### config.mk
export PLATFORM = sky130hd
export DESIGN_NAME = cmd_frame_tx_flat
export DESIGN_NICKNAME = d
export VERILOG_FILES = /design/src/rtl/cmd_frame_tx_pkg.sv /design/src/rtl/cmd_frame_tx_if.sv /design/src/rtl/cmd_bit_timer.sv /design/src/rtl/cmd_frame_tx.sv /design/src/flat_wrapper.sv
export SDC_FILE = /design/constraint.sdc
export NUM_CORES = 1
export LEC_CHECK = 0
export BUFFER_PORTS_ARGS = -buffer_cell sky130_fd_sc_hd__buf_4
export CAP_MARGIN = 10
export CORE_ASPECT_RATIO = 1.25
export CORE_MARGIN = 2
export CORE_UTILIZATION = 50
export CTS_BUF_LIST = sky130_fd_sc_hd__clkbuf_8
export CTS_CLUSTER_DIAMETER = 150
export DETAILED_ROUTE_END_ITERATION = 6
export GPL_TIMING_DRIVEN = 0
export PLACE_DENSITY = 0.68
export SLEW_MARGIN = 5
export SYNTH_ARGS = -nofsm -noshare
export SYNTH_HDL_FRONTEND = slang
export SYNTH_SLANG_ARGS = --single-unit
export TNS_END_PERCENT = 20
### constraint.sdc
create_clock -name clk_10k -period 2.5 [get_ports clk_10k]
set_input_delay 0.5 -clock clk_10k [delete_from_list [all_inputs] [get_ports clk_10k]]
set_output_delay 0.5 -clock clk_10k [all_outputs]
set_load 0.05 [all_outputs]
### src/rtl/cmd_frame_tx_pkg.sv
// Shared types and constants for the command frame serializer.
// Field positions describe the layout of the keypad command byte.
package cmd_frame_tx_pkg;

    typedef enum logic [2:0] {
        ST_IDLE,
        ST_START,
        ST_DATA,
        ST_PARITY,
        ST_STOP,
        ST_GAP
    } tx_state_e;

    localparam int         FRAME_BITS  = 11;
    localparam int         DATA_BITS   = FRAME_BITS - 3;
    localparam logic       START_BIT   = 1'b0;
    localparam logic       STOP_BIT    = 1'b1;
    localparam logic [1:0] CHECK_FIELD = 2'b10;

    localparam int SPEED_LSB = 0;
    localparam int SPEED_MSB = 1;
    localparam int STEER_LSB = 2;
    localparam int STEER_MSB = 3;
    localparam int DIR_BIT   = 4;
    localparam int MODE_BIT  = 5;
    localparam int CHECK_LSB = 6;
    localparam int CHECK_MSB = 7;

    function automatic logic check_ok(input logic [7:0] cmd);
        return cmd[CHECK_MSB:CHECK_LSB] == CHECK_FIELD;
    endfunction

endpackage

### src/rtl/cmd_frame_tx_if.sv
// Command/strobe handshake from the keypad-command stage into the serializer.
interface cmd_frame_tx_if;
    logic [7:0] command;
    logic       send;

    modport master (output command, output send);
    modport slave  (input  command, input  send);
endinterface

### src/rtl/cmd_bit_timer.sv
// Bit-period timer: counts 0..BIT_TICKS-1 and flags the last tick of each bit.
module cmd_bit_timer #(
    parameter int BIT_TICKS = 10
) (
    input  logic clk_10k,
    input  logic rst,
    input  logic restart,
    output logic bit_done
);

    localparam int CNT_W = $clog2(BIT_TICKS);

    logic [CNT_W-1:0] count;

    assign bit_done = (count == CNT_W'(BIT_TICKS - 1));

    always_ff @(posedge clk_10k) begin
        if (rst || restart) begin
            count <= '0;
        end else if (bit_done) begin
            count <= '0;
        end else begin
            count <= count + CNT_W'(1);
        end
    end

endmodule

### src/rtl/cmd_frame_tx.sv
// Serializes accepted command bytes into repeated 11-bit idle-high frames,
// with a one-deep pending buffer for commands arriving mid-transmission.
module cmd_frame_tx
    import cmd_frame_tx_pkg::*;
#(
    parameter int BIT_TICKS = 10,
    parameter int REPEAT    = 3,
    parameter int GAP_BITS  = 4
) (
    input  logic                 clk_10k,
    input  logic                 rst,
    cmd_frame_tx_if.slave        cmd_in,
    output logic                 tx,
    output logic                 busy,
    output logic                 rejected,
    output logic                 overrun
);

    localparam int IDX_W = (GAP_BITS > 8) ? $clog2(GAP_BITS) : 3;
    localparam int REP_W = $clog2(REPEAT + 1);

    tx_state_e        state;
    logic [7:0]       data_q;
    logic [7:0]       pend_data;
    logic             pend_valid;
    logic [IDX_W-1:0] idx;
    logic [REP_W-1:0] rep_cnt;

    logic bit_done;
    logic cmd_ok;
    logic accept;
    logic frame_end;
    logic rep_more;
    logic take_pend;
    logic take_new;

    cmd_bit_timer #(.BIT_TICKS(BIT_TICKS)) u_timer (
        .clk_10k  (clk_10k),
        .rst      (rst),
        .restart  (state == ST_IDLE),
        .bit_done (bit_done)
    );

    assign cmd_ok   = check_ok(cmd_in.command);
    assign accept   = cmd_in.send && cmd_ok;
    assign rep_more = rep_cnt < REP_W'(REPEAT);

    // The last tick of the gap (or of the stop bit when there is no gap) is
    // where the next frame is chosen, so a fresh send there skips IDLE.
    always_comb begin
        frame_end = 1'b0;
        if (bit_done) begin
            if (state == ST_STOP && GAP_BITS == 0) frame_end = 1'b1;
            if (state == ST_GAP && int'(idx) == GAP_BITS - 1) frame_end = 1'b1;
        end
    end

    assign take_pend = frame_end && !rep_more && pend_valid;
    assign take_new  = frame_end && !rep_more && !pend_valid && accept;

    always_ff @(posedge clk_10k) begin
        if (rst) begin
            state      <= ST_IDLE;
            tx         <= 1'b1;
            busy       <= 1'b0;
            rejected   <= 1'b0;
            overrun    <= 1'b0;
            data_q     <= '0;
            pend_data  <= '0;
            pend_valid <= 1'b0;
            idx        <= '0;
            rep_cnt    <= '0;
        end else begin
            rejected <= cmd_in.send && !cmd_ok;
            overrun  <= 1'b0;

            // Pending write wins over consumption, so a send coinciding with
            // a pending load leaves the flag set without flagging overrun.
            if (state != ST_IDLE && accept && !take_new) begin
                pend_data  <= cmd_in.command;
                pend_valid <= 1'b1;
                overrun    <= pend_valid && !take_pend;
            end else if (take_pend) begin
                pend_valid <= 1'b0;
            end

            if (frame_end) begin
                idx <= '0;
                if (rep_more) begin
                    rep_cnt <= rep_cnt + REP_W'(1);
                    state   <= ST_START;
                    tx      <= START_BIT;
                end else if (pend_valid) begin
                    data_q  <= pend_data;
                    rep_cnt <= REP_W'(1);
                    state   <= ST_START;
                    tx      <= START_BIT;
                end else if (accept) begin
                    data_q  <= cmd_in.command;
                    rep_cnt <= REP_W'(1);
                    state   <= ST_START;
                    tx      <= START_BIT;
                end else begin
                    state <= ST_IDLE;
                    tx    <= 1'b1;
                    busy  <= 1'b0;
                end
            end else begin
                case (state)
                    ST_IDLE: begin
                        tx <= 1'b1;
                        if (accept) begin
                            data_q  <= cmd_in.command;
                            rep_cnt <= REP_W'(1);
                            idx     <= '0;
                            state   <= ST_START;
                            tx      <= START_BIT;
                            busy    <= 1'b1;
                        end
                    end
                    ST_START: begin
                        if (bit_done) begin
                            state <= ST_DATA;
                            idx   <= '0;
                            tx    <= data_q[0];
                        end
                    end
                    ST_DATA: begin
                        if (bit_done) begin
                            if (idx == IDX_W'(DATA_BITS - 1)) begin
                                state <= ST_PARITY;
                                tx    <= ^data_q;
                            end else begin
                                idx <= idx + IDX_W'(1);
                                tx  <= data_q[idx[2:0] + 3'd1];
                            end
                        end
                    end
                    ST_PARITY: begin
                        if (bit_done) begin
                            state <= ST_STOP;
                            tx    <= STOP_BIT;
                        end
                    end
                    ST_STOP: begin
                        if (bit_done) begin
                            state <= ST_GAP;
                            idx   <= '0;
                            tx    <= 1'b1;
                        end
                    end
                    ST_GAP: begin
                        if (bit_done) idx <= idx + IDX_W'(1);
                    end
                    default: begin
                        state <= ST_IDLE;
                        tx    <= 1'b1;
                        busy  <= 1'b0;
                    end
                endcase
            end
        end
    end

endmodule
### src/flat_wrapper.sv
// flat-port wrapper written by rule: the top's interface ports become plain ports
module cmd_frame_tx_flat import cmd_frame_tx_pkg::*;
#(
    parameter int BIT_TICKS = 10,
    parameter int REPEAT    = 3,
    parameter int GAP_BITS  = 4
)
  (clk_10k, rst, tx, busy, rejected, overrun, cmd_in_command, cmd_in_send);
  cmd_frame_tx_if cmd_in_i ();
  input  logic clk_10k;
  input  logic rst;
  output logic tx;
  output logic busy;
  output logic rejected;
  output logic overrun;
  input wire logic [$bits(cmd_in_i.command)-1:0] cmd_in_command;
  input wire logic [$bits(cmd_in_i.send)-1:0] cmd_in_send;
  assign cmd_in_i.command = cmd_in_command;
  assign cmd_in_i.send = cmd_in_send;
  cmd_frame_tx #(.BIT_TICKS(BIT_TICKS), .REPEAT(REPEAT), .GAP_BITS(GAP_BITS)) u_core (.clk_10k(clk_10k), .rst(rst), .cmd_in(cmd_in_i), .tx(tx), .busy(busy), .rejected(rejected), .overrun(overrun));
endmodule
==> summary.txt <==
STA
  • Max-slew violation count: 0
  • Setup violations, final: 0
  • RSZ-0062 raised after global routing: no
  • Final worst slack: ~0.52 ns
  • Final worst-path cycle share: about four fifths
  • Clk_skew: approximately 0.009 ns
  • Actual slew at the worst max-slew pin: roughly 0.65 ns
  • Setup TNS: 0 ns
  • Final hold vios: 0
  • Max Fclk: 506 MHz
  • Tmin final: a little under 2 ns
  • Slew HR: 56.7%

GRT
  • Vias in the first global route: ~1,500
  • Largest net degree at the start of global routing: 11
  • Total congestion overflow: 0
  • Initial antenna violation count: 0
  • First-pass GRT wire length: around 6700 um
  • GR Util All Layers: about a fifth

Critical path
  • Kind of critical path: reg2reg
  • Arrival @ worst endpoint: 2.17 ns
  • Setup crit end kind: register
  • Max FO, Critical Path: 10
  • CP required: roughly 2.7 ns
  • Crit start category: register

Detailed routing
  • Overall routed net length: 3940 um
  • Post-route ant nets: 0
  • Initial DRT Pass Iterations: 4
  • Iteration-0 DRC Markers: between 60 and 70
  • Vias/cell: 6.05
  • Via count: 1,542
  • DR DRC count: 0
  • Wire length per cell: approximately 15 um

Synthesis
  • Top-count cell post-synth: dfxtp_1
  • Synth area leader: dfxtp_1
  • Synth Area per Inst: approximately 9.3 um^2
  • Post-synth cell types: between 50 and 60
  • Post-synth ARST share: 0%
  • Top post-synthesis cells by count: dfxtp_1, nor2_1, nand2_1, a21oi_1, xnor2_1
  • #FFs+latches synth: 33
  • Ys Warns: 0
  • Number of synthesized flops with an enable pin: 0
  • Main synth FF type: dfxtp_1
  • Share of the synthesized area in the top cell type: 36.5%
  • Ranking of synthesized cells by area: dfxtp_1, nor2_1, xnor2_1, ha_1, nand2_1
  • Mapped Cells: 195
  • Syn Nets: ~210
  • Sequential share of the synthesized area: between 30% and 40%
  • Synthesized area: around 0.0018 mm^2

CTS
  • Num CTS Buffers: 5
  • Reg clk slew, reported paths: ~0.070 ns
  • # H-tree levels: 2
  • Clock Tree Buf Depth: 2
  • Skew-Pair Late Insertion Delay: around 0.28 ns
  • Hold_buf cts: 0
  • Cts repair resizes: 0
  • Clock sinks: 33
  • Setup bufs post-CTS: 0
  • Root Driver: clkbuf_8
  • CTS tree: yes

Place
  • Port bufs: 14
  • Placed inst area: just under 0.002 mm^2
  • Final Wtd Congestion: 0.840
  • Placement Setup Slack: between 0.4 and 0.5 ns
  • Post-DP HPWL: approximately 3000 um

Cells and area
  • Antenna diode count: 0
  • Area Overhead vs Synth: 13.3%
  • Final instance area: roughly 0.002 mm^2
  • Fillers: about 320
  • Share of layout cells above drive strength 1: between 10% and 20%
  • Number of nets in the layout: around 230

Power and ir drop
  • Lkg Pwr: 0.805 nW
  • Seq pwr share: 49.4%
  • Sw Ratio: roughly a quarter
  • Sw power: about 300 uW
  • Max rail drop VDD: 0.403 mV
  • Pwr Density: 557 mW/mm^2
  • Logic pwr share: between 10% and 20%
  • Pint: 841 uW
  • Clock power share: roughly 34%

Outcome
  • Status: completed

Floorplanning
  • Core Area: about 0.0035 mm^2
  • IO Pins: 15
  • Die W: roughly 58 um
  • Num rows: 24
  • Die Area: between 0.004 and 0.005 mm^2
  • Die Height: approximately 70 um
  • Initial Utilization: about half

Job
  • Max Cap Viol: 0

Worst hold path
  • Hold Crit Class: reg2reg
## power by group through the flow
stage / logic (mW) / clock network, mW / registers (mW)
6_report: 0.185 / 0.392 / 0.564
5_1_grt: 0.203 / 0.425 / 0.566
4_1_cts: 0.185 / 0.403 / 0.564
3_5_place_dp: 0.184 / 0 / 0.576
3_3_place_gp: 0.179 / 0 / 0.574
2_1_floorplan: 0.118 / 0 / 0.589
## metal layers
layer / track usage [%] / vias up / wire length [um]
met2: 37.4 / 56 / 2130
met1: 23.6 / 732 / 1540
met5: 0 / - / 0
met4: 9.82 / 0 / 65
li1: - / 746 / -
met3: 4.33 / 8 / 203
## per-stage QoR
stage | std cells | power, mW | hold WS [ns] | utilization (%)
global placement | 248 | 0.752 | 0.446 | 56.4
floorplan | 195 | 0.707 | 0.432 | -
global route | 255 | 1.19 | 0.481 | 58.8
CTS | 255 | 1.15 | 0.453 | 58.8
finish | 255 | 1.14 | 0.451 | 58.8
detailed placement | 248 | 0.760 | 0.453 | 56.4
## layout make-up
cell class	instances	area (um^2)	share of cell area, %
buffer	12	82.6	4.03
clock buffer	6	82.6	4.03
clock inverter	1	3.75	0.183
inverter	3	11.3	0.549
multi-input combinational	147	1050	51.5
sequential	33	661	32.2
tap	39	48.8	2.38
timing repair buffer	14	105	5.13
## logic make-up (layout without fill, tap and decap cells)
family	Yosys count	in the layout	share of synthesized area, %
flops	33	33	36.5
xor+xnor	10	10	4.84
buf+inv	15	36	5.19
mux	8	8	5.81
fa+ha+maj	7	7	4.70
compound gates	40	40	18.2
simple gates	82	82	24.8
## final timing paths
| path | start | to | slack [ns] | depth (start not counted) |
|---|---|---|---|---|
| min reg2reg | u_core.pend_data[6] | u_core.data_q[6] | 0.45 | 2 |
| min | u_core.pend_data[6] | u_core.data_q[6] | 0.45 | 2 |
| max | u_core.u_timer.count[0] | u_core.data_q[3] | 0.52 | 8 |
| max reg2reg | u_core.u_timer.count[0] | u_core.data_q[3] | 0.52 | 8 |
## flip-flops by register name, indices dropped and copies added (netlist names)
register / count
u_core.overrun: 1
u_core.busy: 1
u_core.data_q: 8
u_core.tx: 1
u_core.idx: 3
u_core.u_timer.count: 4
u_core.rep_cnt: 2
u_core.pend_valid: 1
u_core.pend_data: 8
u_core.rejected: 1
u_core.state: 3
## worst max-delay path, stage by stage (launching register included)
cell      delay [ns]
dfxtp_1         0.38
ha_1            0.24
and4b_1         0.23
buf_6           0.15
nand4_4         0.19
a21oi_4         0.26
buf_6           0.17
nor2_1          0.05
a311oi_2        0.22
## cell usage in the layout (no fill, tap or decap), types with 3 or more instances in the layout
cell,synthesis,final
a311oi_2,3,3
and3b_1,3,3
buf_6,4,4
nand2_1,17,17
clkbuf_8,0,6
a211oi_1,4,4
nor2b_1,4,4
nand3_1,7,7
clkbuf_1,3,3
buf_4,1,15
dfxtp_1,33,33
nor2_1,23,23
ha_1,6,6
a21oi_1,9,9
nand2b_1,5,5
nand3b_1,4,4
mux2i_1,6,6
xnor2_1,9,9
buf_2,3,3
a311oi_1,4,4
nor3_1,4,4
or3_1,3,3
o21ai_0,3,3
inv_1,3,4
No activity file was read; power rests on OpenSTA's default activity.
